$ cat config.mk
export PLATFORM = sky130hd
export DESIGN_NAME = axi_mem_port_arbiter_flat
export DESIGN_NICKNAME = d
export VERILOG_FILES = /design/src/rtl/axi_mem_port_arbiter_if.sv /design/src/rtl/axi_mem_port_arbiter.sv /design/src/flat_wrapper.sv
export SDC_FILE = /design/constraint.sdc
export NUM_CORES = 1
export LEC_CHECK = 0
export BUFFER_PORTS_ARGS = -buffer_cell sky130_fd_sc_hd__buf_2
export CAP_MARGIN = 20
export CORE_AREA = 2 2 125 127
export CTS_CLUSTER_SIZE = 40
export DETAILED_ROUTE_END_ITERATION = 10
export DIE_AREA = 0 0 127 129
export GPL_ROUTABILITY_DRIVEN = 0
export HOLD_SLACK_MARGIN = 0.02
export PLACE_DENSITY_LB_ADDON = 0.08
export SYNTH_ARGS = -nofsm -noshare
export SYNTH_HDL_FRONTEND = slang
export SYNTH_SLANG_ARGS = --single-unit
$ cat constraint.sdc
create_clock -name clk -period 1.29 [get_ports clk]
set_input_delay 0.1935 -clock clk [delete_from_list [all_inputs] [get_ports clk]]
set_output_delay 0.1935 -clock clk [all_outputs]
set_load 0.005 [all_outputs]
$ cat src/rtl/axi_mem_port_arbiter_if.sv
// Memory-port bundle between the AXI write/read controllers, the arbiter and the SRAM.
// Handshake: a requester raises *_valid_i and holds its address/data until the
// same-cycle *_grant_o is high; the access completes at that clock edge. A valid
// dropped before a grant is simply withdrawn. There is no back-pressure on read return.
interface axi_mem_port_arbiter_if #(
    parameter int MEM_ADDR_WIDTH = 13,
    parameter int DATA_WIDTH     = 64,
    parameter int NUMBYTES       = DATA_WIDTH / 8
);
    logic                      wr_valid_i;
    logic                      wr_grant_o;
    logic                      wr_cen_i;
    logic                      wr_wen_i;
    logic [MEM_ADDR_WIDTH-1:0] wr_a_i;
    logic [DATA_WIDTH-1:0]     wr_d_i;
    logic [NUMBYTES-1:0]       wr_be_i;

    logic                      rd_valid_i;
    logic                      rd_grant_o;
    logic                      rd_cen_i;
    logic                      rd_wen_i;
    logic [MEM_ADDR_WIDTH-1:0] rd_a_i;
    logic [DATA_WIDTH-1:0]     rd_q_o;
    logic                      rd_rvalid_o;

    logic                      MEM_CEN_o;
    logic                      MEM_WEN_o;
    logic [MEM_ADDR_WIDTH-1:0] MEM_A_o;
    logic [DATA_WIDTH-1:0]     MEM_D_o;
    logic [NUMBYTES-1:0]       MEM_BE_o;
    logic [DATA_WIDTH-1:0]     MEM_Q_i;

    modport slave (
        input  wr_valid_i, wr_cen_i, wr_wen_i, wr_a_i, wr_d_i, wr_be_i,
        input  rd_valid_i, rd_cen_i, rd_wen_i, rd_a_i,
        input  MEM_Q_i,
        output wr_grant_o, rd_grant_o, rd_q_o, rd_rvalid_o,
        output MEM_CEN_o, MEM_WEN_o, MEM_A_o, MEM_D_o, MEM_BE_o
    );

    modport master (
        output wr_valid_i, wr_cen_i, wr_wen_i, wr_a_i, wr_d_i, wr_be_i,
        output rd_valid_i, rd_cen_i, rd_wen_i, rd_a_i,
        output MEM_Q_i,
        input  wr_grant_o, rd_grant_o, rd_q_o, rd_rvalid_o,
        input  MEM_CEN_o, MEM_WEN_o, MEM_A_o, MEM_D_o, MEM_BE_o
    );
endinterface

$ cat src/rtl/axi_mem_port_arbiter.sv
// Round-robin arbiter sharing one single-port SRAM between AXI write and read controllers.
// Optional bounded burst hold enabled by defining HOLD_EN (uses MAX_HOLD).
module axi_mem_port_arbiter #(
    parameter int MEM_ADDR_WIDTH = 13,
    parameter int DATA_WIDTH     = 64,
    parameter int NUMBYTES       = DATA_WIDTH / 8,
    parameter int MAX_HOLD       = 8
) (
    input logic                   clk,
    input logic                   rst,
    axi_mem_port_arbiter_if.slave bus
);
    localparam logic [0:0] OWNER_WR = 1'b0;
    localparam logic [0:0] OWNER_RD = 1'b1;

    logic [0:0]                last_q, last_d;
    logic                      rvld_q, rvld_d;
    logic                      hold;
    logic [0:0]                contest_owner;
    logic [0:0]                winner;
    logic                      grant_wr, grant_rd, any_grant;
    logic                      mem_cen, mem_wen;
    logic [MEM_ADDR_WIDTH-1:0] mem_a;
    logic [DATA_WIDTH-1:0]     mem_d;
    logic [NUMBYTES-1:0]       mem_be;

`ifdef HOLD_EN
    localparam int             CNT_W   = $clog2(MAX_HOLD + 1);
    localparam logic [CNT_W-1:0] CNT_MAX = CNT_W'(MAX_HOLD);

    logic [CNT_W-1:0] hold_cnt_q, hold_cnt_d;

    // A zero count means the previous cycle was idle, so no burst is in progress.
    assign hold = (hold_cnt_q != '0) && (hold_cnt_q < CNT_MAX);

    always_comb begin
        hold_cnt_d = '0;
        if (any_grant) begin
            if (winner == last_q) begin
                hold_cnt_d = (hold_cnt_q == CNT_MAX) ? CNT_MAX : hold_cnt_q + 1'b1;
            end else begin
                hold_cnt_d = CNT_W'(1);
            end
        end
    end
`else
    // Without hold, contested cycles always alternate and MAX_HOLD has no effect.
    assign hold = 1'b0 && (MAX_HOLD > 0);
`endif

    assign contest_owner = hold ? last_q : ~last_q;

    always_comb begin
        grant_wr = 1'b0;
        grant_rd = 1'b0;
        if (!rst) begin
            unique case ({bus.wr_valid_i, bus.rd_valid_i})
                2'b10: grant_wr = 1'b1;
                2'b01: grant_rd = 1'b1;
                2'b11: begin
                    if (contest_owner == OWNER_WR) grant_wr = 1'b1;
                    else                           grant_rd = 1'b1;
                end
                default: ;
            endcase
        end
    end

    assign any_grant = grant_wr | grant_rd;
    assign winner    = grant_rd ? OWNER_RD : OWNER_WR;

    // Idle port still presents the write-side address/data so the bus is never X.
    always_comb begin
        mem_cen = 1'b1;
        mem_wen = 1'b1;
        mem_a   = bus.wr_a_i;
        mem_d   = bus.wr_d_i;
        mem_be  = bus.wr_be_i;
        if (grant_wr) begin
            mem_cen = bus.wr_cen_i;
            mem_wen = bus.wr_wen_i;
        end else if (grant_rd) begin
            mem_cen = bus.rd_cen_i;
            mem_wen = bus.rd_wen_i;
            mem_a   = bus.rd_a_i;
        end
    end

    assign last_d = any_grant ? winner : last_q;
    assign rvld_d = grant_rd & ~bus.rd_cen_i;

    always_ff @(posedge clk) begin
        if (rst) begin
            last_q     <= OWNER_RD;
            rvld_q     <= 1'b0;
`ifdef HOLD_EN
            hold_cnt_q <= '0;
`endif
        end else begin
            last_q     <= last_d;
            rvld_q     <= rvld_d;
`ifdef HOLD_EN
            hold_cnt_q <= hold_cnt_d;
`endif
        end
    end

    assign bus.wr_grant_o  = grant_wr;
    assign bus.rd_grant_o  = grant_rd;
    assign bus.MEM_CEN_o   = mem_cen;
    assign bus.MEM_WEN_o   = mem_wen;
    assign bus.MEM_A_o     = mem_a;
    assign bus.MEM_D_o     = mem_d;
    assign bus.MEM_BE_o    = mem_be;
    assign bus.rd_q_o      = bus.MEM_Q_i;
    assign bus.rd_rvalid_o = rvld_q & ~rst;
endmodule

$ cat src/flat_wrapper.sv
// flat-port wrapper written by rule: the top's interface ports become plain ports
module axi_mem_port_arbiter_flat 
#(
    parameter int MEM_ADDR_WIDTH = 13,
    parameter int DATA_WIDTH     = 64,
    parameter int NUMBYTES       = DATA_WIDTH / 8,
    parameter int MAX_HOLD       = 8
)
  (clk, rst, bus_wr_valid_i, bus_wr_cen_i, bus_wr_wen_i, bus_wr_a_i, bus_wr_d_i, bus_wr_be_i, bus_rd_valid_i, bus_rd_cen_i, bus_rd_wen_i, bus_rd_a_i, bus_MEM_Q_i, bus_wr_grant_o, bus_rd_grant_o, bus_rd_q_o, bus_rd_rvalid_o, bus_MEM_CEN_o, bus_MEM_WEN_o, bus_MEM_A_o, bus_MEM_D_o, bus_MEM_BE_o);
  axi_mem_port_arbiter_if #(.MEM_ADDR_WIDTH(MEM_ADDR_WIDTH), .DATA_WIDTH(DATA_WIDTH), .NUMBYTES(NUMBYTES)) bus_i ();
  input logic clk;
  input logic rst;
  input wire logic [$bits(bus_i.wr_valid_i)-1:0] bus_wr_valid_i;
  input wire logic [$bits(bus_i.wr_cen_i)-1:0] bus_wr_cen_i;
  input wire logic [$bits(bus_i.wr_wen_i)-1:0] bus_wr_wen_i;
  input wire logic [$bits(bus_i.wr_a_i)-1:0] bus_wr_a_i;
  input wire logic [$bits(bus_i.wr_d_i)-1:0] bus_wr_d_i;
  input wire logic [$bits(bus_i.wr_be_i)-1:0] bus_wr_be_i;
  input wire logic [$bits(bus_i.rd_valid_i)-1:0] bus_rd_valid_i;
  input wire logic [$bits(bus_i.rd_cen_i)-1:0] bus_rd_cen_i;
  input wire logic [$bits(bus_i.rd_wen_i)-1:0] bus_rd_wen_i;
  input wire logic [$bits(bus_i.rd_a_i)-1:0] bus_rd_a_i;
  input wire logic [$bits(bus_i.MEM_Q_i)-1:0] bus_MEM_Q_i;
  output wire logic [$bits(bus_i.wr_grant_o)-1:0] bus_wr_grant_o;
  output wire logic [$bits(bus_i.rd_grant_o)-1:0] bus_rd_grant_o;
  output wire logic [$bits(bus_i.rd_q_o)-1:0] bus_rd_q_o;
  output wire logic [$bits(bus_i.rd_rvalid_o)-1:0] bus_rd_rvalid_o;
  output wire logic [$bits(bus_i.MEM_CEN_o)-1:0] bus_MEM_CEN_o;
  output wire logic [$bits(bus_i.MEM_WEN_o)-1:0] bus_MEM_WEN_o;
  output wire logic [$bits(bus_i.MEM_A_o)-1:0] bus_MEM_A_o;
  output wire logic [$bits(bus_i.MEM_D_o)-1:0] bus_MEM_D_o;
  output wire logic [$bits(bus_i.MEM_BE_o)-1:0] bus_MEM_BE_o;
  assign bus_i.wr_valid_i = bus_wr_valid_i;
  assign bus_i.wr_cen_i = bus_wr_cen_i;
  assign bus_i.wr_wen_i = bus_wr_wen_i;
  assign bus_i.wr_a_i = bus_wr_a_i;
  assign bus_i.wr_d_i = bus_wr_d_i;
  assign bus_i.wr_be_i = bus_wr_be_i;
  assign bus_i.rd_valid_i = bus_rd_valid_i;
  assign bus_i.rd_cen_i = bus_rd_cen_i;
  assign bus_i.rd_wen_i = bus_rd_wen_i;
  assign bus_i.rd_a_i = bus_rd_a_i;
  assign bus_i.MEM_Q_i = bus_MEM_Q_i;
  assign bus_wr_grant_o = bus_i.wr_grant_o;
  assign bus_rd_grant_o = bus_i.rd_grant_o;
  assign bus_rd_q_o = bus_i.rd_q_o;
  assign bus_rd_rvalid_o = bus_i.rd_rvalid_o;
  assign bus_MEM_CEN_o = bus_i.MEM_CEN_o;
  assign bus_MEM_WEN_o = bus_i.MEM_WEN_o;
  assign bus_MEM_A_o = bus_i.MEM_A_o;
  assign bus_MEM_D_o = bus_i.MEM_D_o;
  assign bus_MEM_BE_o = bus_i.MEM_BE_o;
  axi_mem_port_arbiter #(.MEM_ADDR_WIDTH(MEM_ADDR_WIDTH), .DATA_WIDTH(DATA_WIDTH), .NUMBYTES(NUMBYTES), .MAX_HOLD(MAX_HOLD)) u_core (.clk(clk), .rst(rst), .bus(bus_i));
endmodule
# ---- Yosys cells after proc, flatten, opt, wreduce, memory -nomap -nowiden
# Index checks and enable logic that the tools add are counted.
dict set report word_totals {
  in_bits 170
  output_inout_bits 154
  ff_bits 2
  word_cells 23
}
dict set report classes {
  muxes 13
  n_eq_ne 3
  bitwise 5
}
# operator count
set op_table {}
lappend op_table {{13-bit two-way mux} 2}
lappend op_table {{1-bit two-way mux} 9}
lappend op_table {{2-bit == test, second input constant} 2}
lappend op_table {{1-bit case mux with 2 select lines} 2}
lappend op_table {{1-bit AND} 2}
lappend op_table {{2-bit by 1-bit == test with 1-bit output, second input constant} 1}
lappend op_table {{1-bit NOT} 2}
lappend op_table {{1-bit OR} 1}

# ---- Depth between registers and ports, before layout
# Gate-level depths: netlist of run 1.
dict set report logic_depth {
  depth_word 5
  mapped_depth 4
  depth_no_buf 3
}

# ---- Worst setup path before layout of run 1
# No wires, ideal clock.
dict set report synth_path {
  path_kind {register to output}
  from {register u_core.last_q}
  to {output port bus_MEM_A_o[10]}
  path_buffers 1
  arrival_ns 1.111
  setup_slack_ns -0.014
  required_ns 1.097
  stages_incl_launch_ff 5
  cell_sequence {dfxtp_1 -> a21bo_4 -> nor2_8 -> buf_12 -> mux2_4}
}
dict set report synth_between {
  elab_chain_cells 5
  elab_cells_between_ends 8
  cone_classes {mux: 8}
}
# element line
set synth_rtl {}
lappend synth_rtl {{from (decl)} axi_mem_port_arbiter.sv:16} ;# logic [0:0] last_q, last_d;
lappend synth_rtl {{from (signal assigned)} axi_mem_port_arbiter.sv:100} ;# last_q <= last_d;
lappend synth_rtl {{1-bit two-way mux} axi_mem_port_arbiter.sv:61} ;# if (contest_owner == OWNER_WR) grant_wr = 1'b1;
lappend synth_rtl {{1-bit case mux with 2 select lines} axi_mem_port_arbiter.sv:57} ;# unique case ({bus.wr_valid_i, bus.rd_valid_i})
lappend synth_rtl {{1-bit two-way mux} axi_mem_port_arbiter.sv:56} ;# if (!rst) begin
lappend synth_rtl {{net bus_rd_grant_o} flat_wrapper.sv:25} ;# output wire logic [$bits(bus_i.rd_grant_o)-1:0] bus_rd_grant_o;
lappend synth_rtl {{13-bit two-way mux} axi_mem_port_arbiter.sv:82} ;# end else if (grant_rd) begin
lappend synth_rtl {{13-bit two-way mux} axi_mem_port_arbiter.sv:79} ;# if (grant_wr) begin
lappend synth_rtl {{to (decl)} flat_wrapper.sv:30} ;# output wire logic [$bits(bus_i.MEM_A_o)-1:0] bus_MEM_A_o;
# The timed path passes the listed nets, and every way through them passes these cells.

# ---- Worst setup path in the final report of run 1
dict set report layout_path {
  from {register u_core.last_q}
  to {output port bus_MEM_A_o[0]}
}
dict set report layout_between {
  elab_chain_cells 5
  elab_cells_between_ends 8
  cone_classes {mux: 8}
}
# element line
set layout_rtl {}
lappend layout_rtl {{1-bit two-way mux} axi_mem_port_arbiter.sv:61}
lappend layout_rtl {{1-bit case mux with 2 select lines} axi_mem_port_arbiter.sv:57}
lappend layout_rtl {{1-bit two-way mux} axi_mem_port_arbiter.sv:56}
lappend layout_rtl {{13-bit two-way mux} axi_mem_port_arbiter.sv:82}
lappend layout_rtl {{13-bit two-way mux *} axi_mem_port_arbiter.sv:79}
# Mark *: on every way between the ends. The rest lies on a longest branch, timed or not.

==> results.cfg, run 1 <==
[run_status]
status = finished, violations left
violations = setup timing

[global_route]
grt_pass1_vias = 634
grt_max_degree = 16
grt_pass1_wl_mm = 3.89
antenna_found_initial = 0
overflow = 0
grtUsageTotal_pct = 3.38

[clock_tree]
root_buffer = clkbuf_16
clk_latency_ns = 0.22
numCtsBuffers = 3
cts.sinks = 2
path_clk_slew_ns = 0.03
htreeDepth = 1
cts_buffer_depth = 2
cts_tree = built
cts_hold_buf = 0

[floorplan]
num_rows = 45
coreArea_um2 = 15000
die_height_um = 129
initial_utilization_pct = 9.08
dieArea_um2 = 16400
num_io_pins = 324
die_width_um = 127

[routing]
num_vias = 623
ant_nets = 0
wire_per_inst_um = 10.8
drc_errors = 0
avgViaCountPerCell = 2.24
first_pass_iters = 4
wirelength_mm = 3.00
drtIter0Drc = 12

[synthesis]
seq_area_frac_synth_pct = 2.94
yosys_warnings = 0
yosysMostFrequentCell = buf_4
synth-edff-count = 0
yosysUniqueCellTypes = 16
netlist.area_leader.share_pct = 75.1
synth_ff_type = dfxtp_1
synth.avg_cell_area_um2 = 8.14
synth-seq-cells = 2
synth_nets = 337
synth_area_leader_cell = buf_4
synthesis.area_um2 = 1360
synth.top_cells.by_count = buf_4 (136), mux2_4 (8), mux2_2 (5)
synthArstFlopShare_pct = 0
syn_inst = 167
synthTopCellsByArea = buf_4 (75%), mux2_4 (8.8%), mux2_2 (4.1%), dfxtp_1 (2.9%), buf_12 (1.5%)

[placed_design]
dp_hpwl_mm = 2.53
placed_area_um2 = 861
dpl_worst_slack_ns = -0.198
portBuffers = 51
dp.cells = 274

[timing]
timing.final.ws_setup_ns = -0.376
finalHoldViolations = 0
hold_ws_ns = 0.209
period_minus_slack_ns = 1.67
max_freq_mhz = 600
slew_headroom_pct = 80.4
skew_ns = 0.00185
drv_slew = 0
min_period_over_period_pct = 129
setup_viol = 16
setup_tns_ns = -5.01
worst_pin_slew_ns = 0.292
rsz0062_at_grt = true

[min_path]
holdPathStages = 2
hold_class = input pin to flip-flop

[run]
drv_cap = 0

[finish]
drive_above_1_share_pct = 86.7
syn_to_final_growth_pct = -25.9
fin_cells = 278
final_area_um2 = 1010
post-route-util_pct = 6.73
diodes = 0
nets = 262

[worst_setup_path]
r2r_cells = 2
cp_slowest_cell = mux2_2
arrival_ns = 1.47
worstPathMaxFanout = 15
critPathLaunchType = flip-flop
worst-endpoint-required_ns = 1.10
max_stage_delay_ns = 0.34
cp_cell_sequence = a21bo_4 -> nor2_8 -> buf_12 -> mux2_2 -> buf_2
criticalPathCategory = flip-flop to primary output
endpoint_kind = primary output

[pwr]
ir_drop_uv = 237
leakage_nw = 0.440
power.total_mw = 0.771
powerDensity_nw_per_um2 = 764
routing by layer:
layer  vias up  wire [um]  global-route usage, %
li1        231          -                      -
met1       258        761                   2.29
met2        83       1440                   5.28
met3        51        432                   1.33
met4         0        369                   6.27
met5         -          0                      0
report_power, final:
group	switching, mW	leakage, nW	total [mW]	internal (mW)
Combinational	0.0850	0.387	0.238	0.153
Clock	0.0703	0.0370	0.465	0.394
Sequential	0.00165	0.0162	0.0679	0.0662
Total	0.157	0.440	0.771	0.614
timing repair:
item                                   in CTS  in global routing
resized for setup                           7                  3
buffers inserted                            1                  0
setup endpoints to repair                  17                 16
endpoints found under the hold margin       0                  0
kinds of logic after synthesis:
logic type / synth area share [%]
compound gates: 2.67
buf+inv: 76.8
flops: 2.94
mux: 13.0
simple gates: 4.60
cell type report:
class / count / area [um^2]
clock buffer: 3 / 75.1
fill: 1780 / 14000
inverter: 1 / 3.75
multi-input combinational: 27 / 290
sequential: 2 / 41.3
tap: 188 / 235
timing repair buffer: 57 / 363
placed cells by master (no fill, tap or decap), drive strengths merged:
cell type,synthesis,layout
o21ai,1,1
a21bo,1,1
nand2b,2,2
nand2,2,2
clkbuf,0,3
nor2,4,4
dfxtp,2,2
a31oi,1,1
mux2,13,13
buf,137,57
inv,1,1
nor2b,1,1
nor3,1,1
a32oi,1,1
flip-flops by register name (all words and copies together) (netlist names):
signal and flops:
u_core.rvld_q 1, u_core.last_q 1
final timing paths:
check | to | from | slack, ns
setup reg to reg | u_core.rvld_q | u_core.last_q | 0.40
hold / removal | u_core.rvld_q | bus_rd_cen_i | 0.21
hold reg to reg | u_core.rvld_q | u_core.last_q | 0.60
setup / recovery | bus_MEM_A_o[0] | u_core.last_q | -0.38
worst max-delay path: cells and delay by family, from the launching register on:
kind | cells | cell delay, ns
buffers and inverters | 2 | 0.29
AO/OA/AOI/OAI | 1 | 0.22
multiplexers | 1 | 0.34
AND/OR/NAND/NOR | 1 | 0.09
flip-flops | 1 | 0.31
No activity file was read; power rests on OpenSTA's default activity.
==> run 2: changes to the inputs <==
Settings changed: CTS_BUF_LIST set to sky130_fd_sc_hd__clkbuf_2.
==> run 2 against run 1 <==
  * The run still ends with setup timing left
  * Combinational power hardly changed
  * Critical path type unchanged
  * Cell count did not move
  * Non-clock buffer count unchanged
  * Clock-buffer cell count is the same
  * Final area down 6.0%
  * Highest routed layer unchanged
  * Largest cell class unchanged
==> results.cfg, run 2 (synthesis gave the netlist of run 1 again) <==
[finish]
regArea_um2 = 41.3
final_area_um2 = 948
nets = 262
fillerInstances = 1786
diodes = 0
post-route-util_pct = 6.33
final_common_cell = buf_2
drive_above_1_share_pct = 86.7
largestRegisters = u_core.last_q (1), u_core.rvld_q (1)
syn_to_final_growth_pct = -30.3
multi_input_area_um2 = 290
layout_common_cells = buf_2 (43), mux2_4 (8), buf_6 (8), mux2_2 (5), buf_4 (5)
fin_cells = 278

[pwr]
powerDensity_nw_per_um2 = 422
ir_drop_uv = 114
leakage_nw = 0.415
power.total_mw = 0.400

[timing]
timing.final.ws_setup_ns = -0.342
worst_pin_slew_ns = 0.283
skew_ns = 0.00164
hold_ws_ns = 0.228
slew_headroom_pct = 81.0
period_minus_slack_ns = 1.63
drv_slew = 0
setup_tns_ns = -4.45
max_freq_mhz = 613
rsz0062_at_grt = true
finalHoldViolations = 0
min_period_over_period_pct = 127
setup_viol = 16

[floorplan]
die_height_um = 129
die_width_um = 127
coreArea_um2 = 15000
dieArea_um2 = 16400
num_io_pins = 324
initial_utilization_pct = 9.08
num_rows = 45

[clock_tree]
root_buffer = clkbuf_2
numCtsBuffers = 3
clk_latency_ns = 0.19
cts.sinks = 2
htreeDepth = 1
cts_hold_buf = 0
cts_tree = built
path_clk_slew_ns = 0.03
cts_buffer_depth = 2

[global_route]
antenna_found_initial = 0
grt_pass1_wl_mm = 3.80
grt_max_degree = 16
overflow = 0
grtUsageTotal_pct = 3.24
grt_pass1_vias = 618

[routing]
wirelength_mm = 2.97
avgViaCountPerCell = 2.22
ant_nets = 0
first_pass_iters = 4
drtIter0Drc = 9
wire_per_inst_um = 10.7
num_vias = 617
drc_errors = 0

[placed_design]
placed_area_um2 = 861
dpl_worst_slack_ns = -0.198
portBuffers = 51
dp.cells = 274
dp_hpwl_mm = 2.53

[min_path]
hold_class = input pin to flip-flop

[run_status]
violations = setup timing
status = finished, violations left

[worst_setup_path]
endpoint_kind = primary output
critPathLaunchType = flip-flop
worst-endpoint-required_ns = 1.10
criticalPathCategory = flip-flop to primary output
worstPathMaxFanout = 15
max_stage_delay_ns = 0.34
cp_slowest_cell = mux2_2
cp_cell_sequence = a21bo_4 -> nor2_8 -> buf_12 -> mux2_2 -> buf_2
arrival_ns = 1.44

[run]
drv_cap = 0
run 2: worst max-delay path: cells and delay by family (launching register included):
kind | cells | cell delay, ns
flip-flops | 1 | 0.31
AO/OA/AOI/OAI | 1 | 0.22
AND/OR/NAND/NOR | 1 | 0.09
multiplexers | 1 | 0.34
buffers and inverters | 2 | 0.29
run 2: what timing repair did:
| item | 4_1_cts | 5_1_grt |
|---|---|---|
| resized for setup | 6 | 4 |
| setup buffers | 1 | 0 |
| hold endpoints to repair | 0 | 0 |
| endpoints found under the setup margin | 16 | 17 |
run 2: final cells by class:
cell class / instances / area share [%]
multi-input cells: 27 / 30.6
inverters: 1 / 0.396
well taps: 188 / 24.8
clock buffers: 3 / 1.58
flip-flops and latches: 2 / 4.35
repair buffers: 57 / 38.3
run 2: worst paths after layout:
check	start	end	slack, ns	depth (start not counted)
hold reg to reg	u_core.last_q	u_core.rvld_q	0.60	2
hold / removal	bus_rd_cen_i	u_core.rvld_q	0.23	2
setup reg to reg	u_core.last_q	u_core.rvld_q	0.41	2
setup / recovery	u_core.last_q	bus_MEM_A_o[0]	-0.34	5
run 2: power breakdown:
part,internal (mW),switching [mW],total (mW)
logic,0.153,0.0842,0.237
registers,0.0663,0.00165,0.0679
clock network,0.0616,0.0329,0.0946
run 2: routing by layer:
metal  vias up  GRT usage, %  wire length (um)
met2        80          5.25              1440
met5         -             0                 0
li1        232             -                 -
met1       257          2.22               768
met3        48          1.33               419
met4         0          5.49               342
==> run 3: changes to the inputs <==
==> constraint.sdc (replaced) <==
create_clock -name clk -period 1.29 [get_ports clk]
set_input_delay 0.129 -clock clk [delete_from_list [all_inputs] [get_ports clk]]
set_output_delay 0.129 -clock clk [all_outputs]
set_load 0.005 [all_outputs]
==> run 3 against run 2 <==
  * Sequential power about the same
  * First-iteration DRC count rose by 44%
  * Total power rose by 8.8%
  * Clock skew hardly changed
  * Critical path type unchanged
  * Worst setup slack better by 0.078 ns
  * Fmax is 5.0% higher
  * Critical path depth unchanged
  * Critical endpoint is now bus_MEM_A_o[5]
  * The run still ends with setup timing left
  * Cell count grew 0.36%
  * Die area unchanged
  * Routed wire length grew 11%
==> results.cfg, run 3 (synthesis gave the netlist of run 1 again) <==
[routing]
ant_nets = 0
wire_per_inst_um = 11.8
first_pass_iters = 2
wirelength_mm = 3.30
num_vias = 624
routed-wl-met2_mm = 1.46
avgViaCountPerCell = 2.24
drtIter0Drc = 13
wl_met3_um = 449
drc_errors = 0
drt-met1-wl_um = 884
top_layer_used = met4

[timing]
period_minus_slack_ns = 1.55
max_freq_mhz = 643
drv_slew = 0
slew_headroom_pct = 80.8
rsz0062_at_grt = true
setup_tns_ns = -3.44
timing.final.ws_setup_ns = -0.264
finalHoldViolations = 0
setup_viol = 15
hold_ws_ns = 0.150
worst_pin_slew_ns = 0.286
skew_ns = 0.00187
min_period_over_period_pct = 120

[worst_setup_path]
worstPathMaxFanout = 11
startpoint = u_core.last_q
reg2reg_slack_ns = 0.41
arrival_ns = 1.43
cp-endpoint = bus_MEM_A_o[5]
critPathLaunchType = flip-flop
worst-endpoint-required_ns = 1.16
endpoint_kind = primary output
r2r_cells = 2
criticalPathCategory = flip-flop to primary output
r2r-start = u_core.last_q
r2r_end = u_core.rvld_q

[placed_design]
dpl_worst_slack_ns = -0.107
portBuffers = 51
dp_hpwl_mm = 2.82

[pwr]
powerDensity_nw_per_um2 = 431
power.total_mw = 0.435
leakage_nw = 0.450
ir_drop_uv = 114

[finish]
largestRegisters = u_core.last_q (1), u_core.rvld_q (1)
post-route-util_pct = 6.74
syn_to_final_growth_pct = -25.8
layout_common_cells = buf_2 (38), buf_6 (14), mux2_4 (13), buf_4 (5)
final_common_cell = buf_2
fillerInstances = 1778
drive_above_1_share_pct = 86.8
nets = 263
diodes = 0

[clock_tree]
path_clk_slew_ns = 0.03
root_buffer = clkbuf_2
cts_tree = built
cts_hold_buf = 0
htreeDepth = 1
cts_buffer_depth = 2
cts.sinks = 2
numCtsBuffers = 3
clk_latency_ns = 0.19

[floorplan]
die_width_um = 127
die_height_um = 129
dieArea_um2 = 16400
coreArea_um2 = 15000
num_rows = 45
initial_utilization_pct = 9.08
num_io_pins = 324

[global_route]
grt_pass1_vias = 683
grt_max_degree = 12
overflow = 0
grtUsageTotal_pct = 3.65
antenna_found_initial = 0
grt_pass1_wl_mm = 4.20

[run_status]
violations = setup timing
status = finished, violations left

[min_path]
hold_class = input pin to flip-flop
worstHoldStart = bus_rd_cen_i

[run]
drv_cap = 0
[run 3: cell type report]
| class | instances | area (um^2) | share of cell area, % |
|---|---|---|---|
| repair buffers | 58 | 405 | 40.1 |
| well taps | 188 | 235 | 23.3 |
| inverters | 1 | 3.75 | 0.372 |
| clock buffers | 3 | 15.0 | 1.49 |
| multi-input cells | 27 | 309 | 30.6 |
| flip-flops and latches | 2 | 41.3 | 4.09 |
[run 3: power breakdown]
| part | switching [mW] | leakage, nW | internal, mW |
|---|---|---|---|
| combinational | 0.0938 | 0.421 | 0.177 |
| clock | 0.0354 | 0.0125 | 0.0615 |
| sequential | 0.00156 | 0.0162 | 0.0663 |
[run 3: critical path, cell delays in order, from the launching register on]
cell and delay (ns):
dfxtp_2 0.31, a21bo_4 0.22, nor2_8 0.11, buf_12 0.16
mux2_4 0.31, buf_6 0.12
[run 3: repair_timing]
action	CTS	global route
hold endpoints to repair	0	0
setup buffers	1	0
endpoints found under the setup margin	15	17
gates resized for setup	6	16
[run 3: routing by layer]
metal,vias up,track usage [%]
met3,68,1.41
met5,-,0
met2,80,5.09
met4,0,6.85
li1,232,-
met1,244,2.92
[run 3: stage by stage]
step	area, um^2	cells
2_1_floorplan	1360	167
3_3_place_gp	867	275
3_5_place_dp	867	275
4_1_cts	926	279
5_1_grt	1010	279
6_report	1010	279
[run 3: how the worst min path moves through the flow]
stage / endpoint / slack, ns / cells after the start
after floorplan: u_core.rvld_q / 0.22 / 1
after global placement: bus_MEM_BE_o[0] / 0.26 / 0
after detailed placement: bus_MEM_BE_o[0] / 0.26 / 0
after CTS: u_core.rvld_q / 0.16 / 2
after global routing: u_core.rvld_q / 0.16 / 2
final: u_core.rvld_q / 0.15 / 2
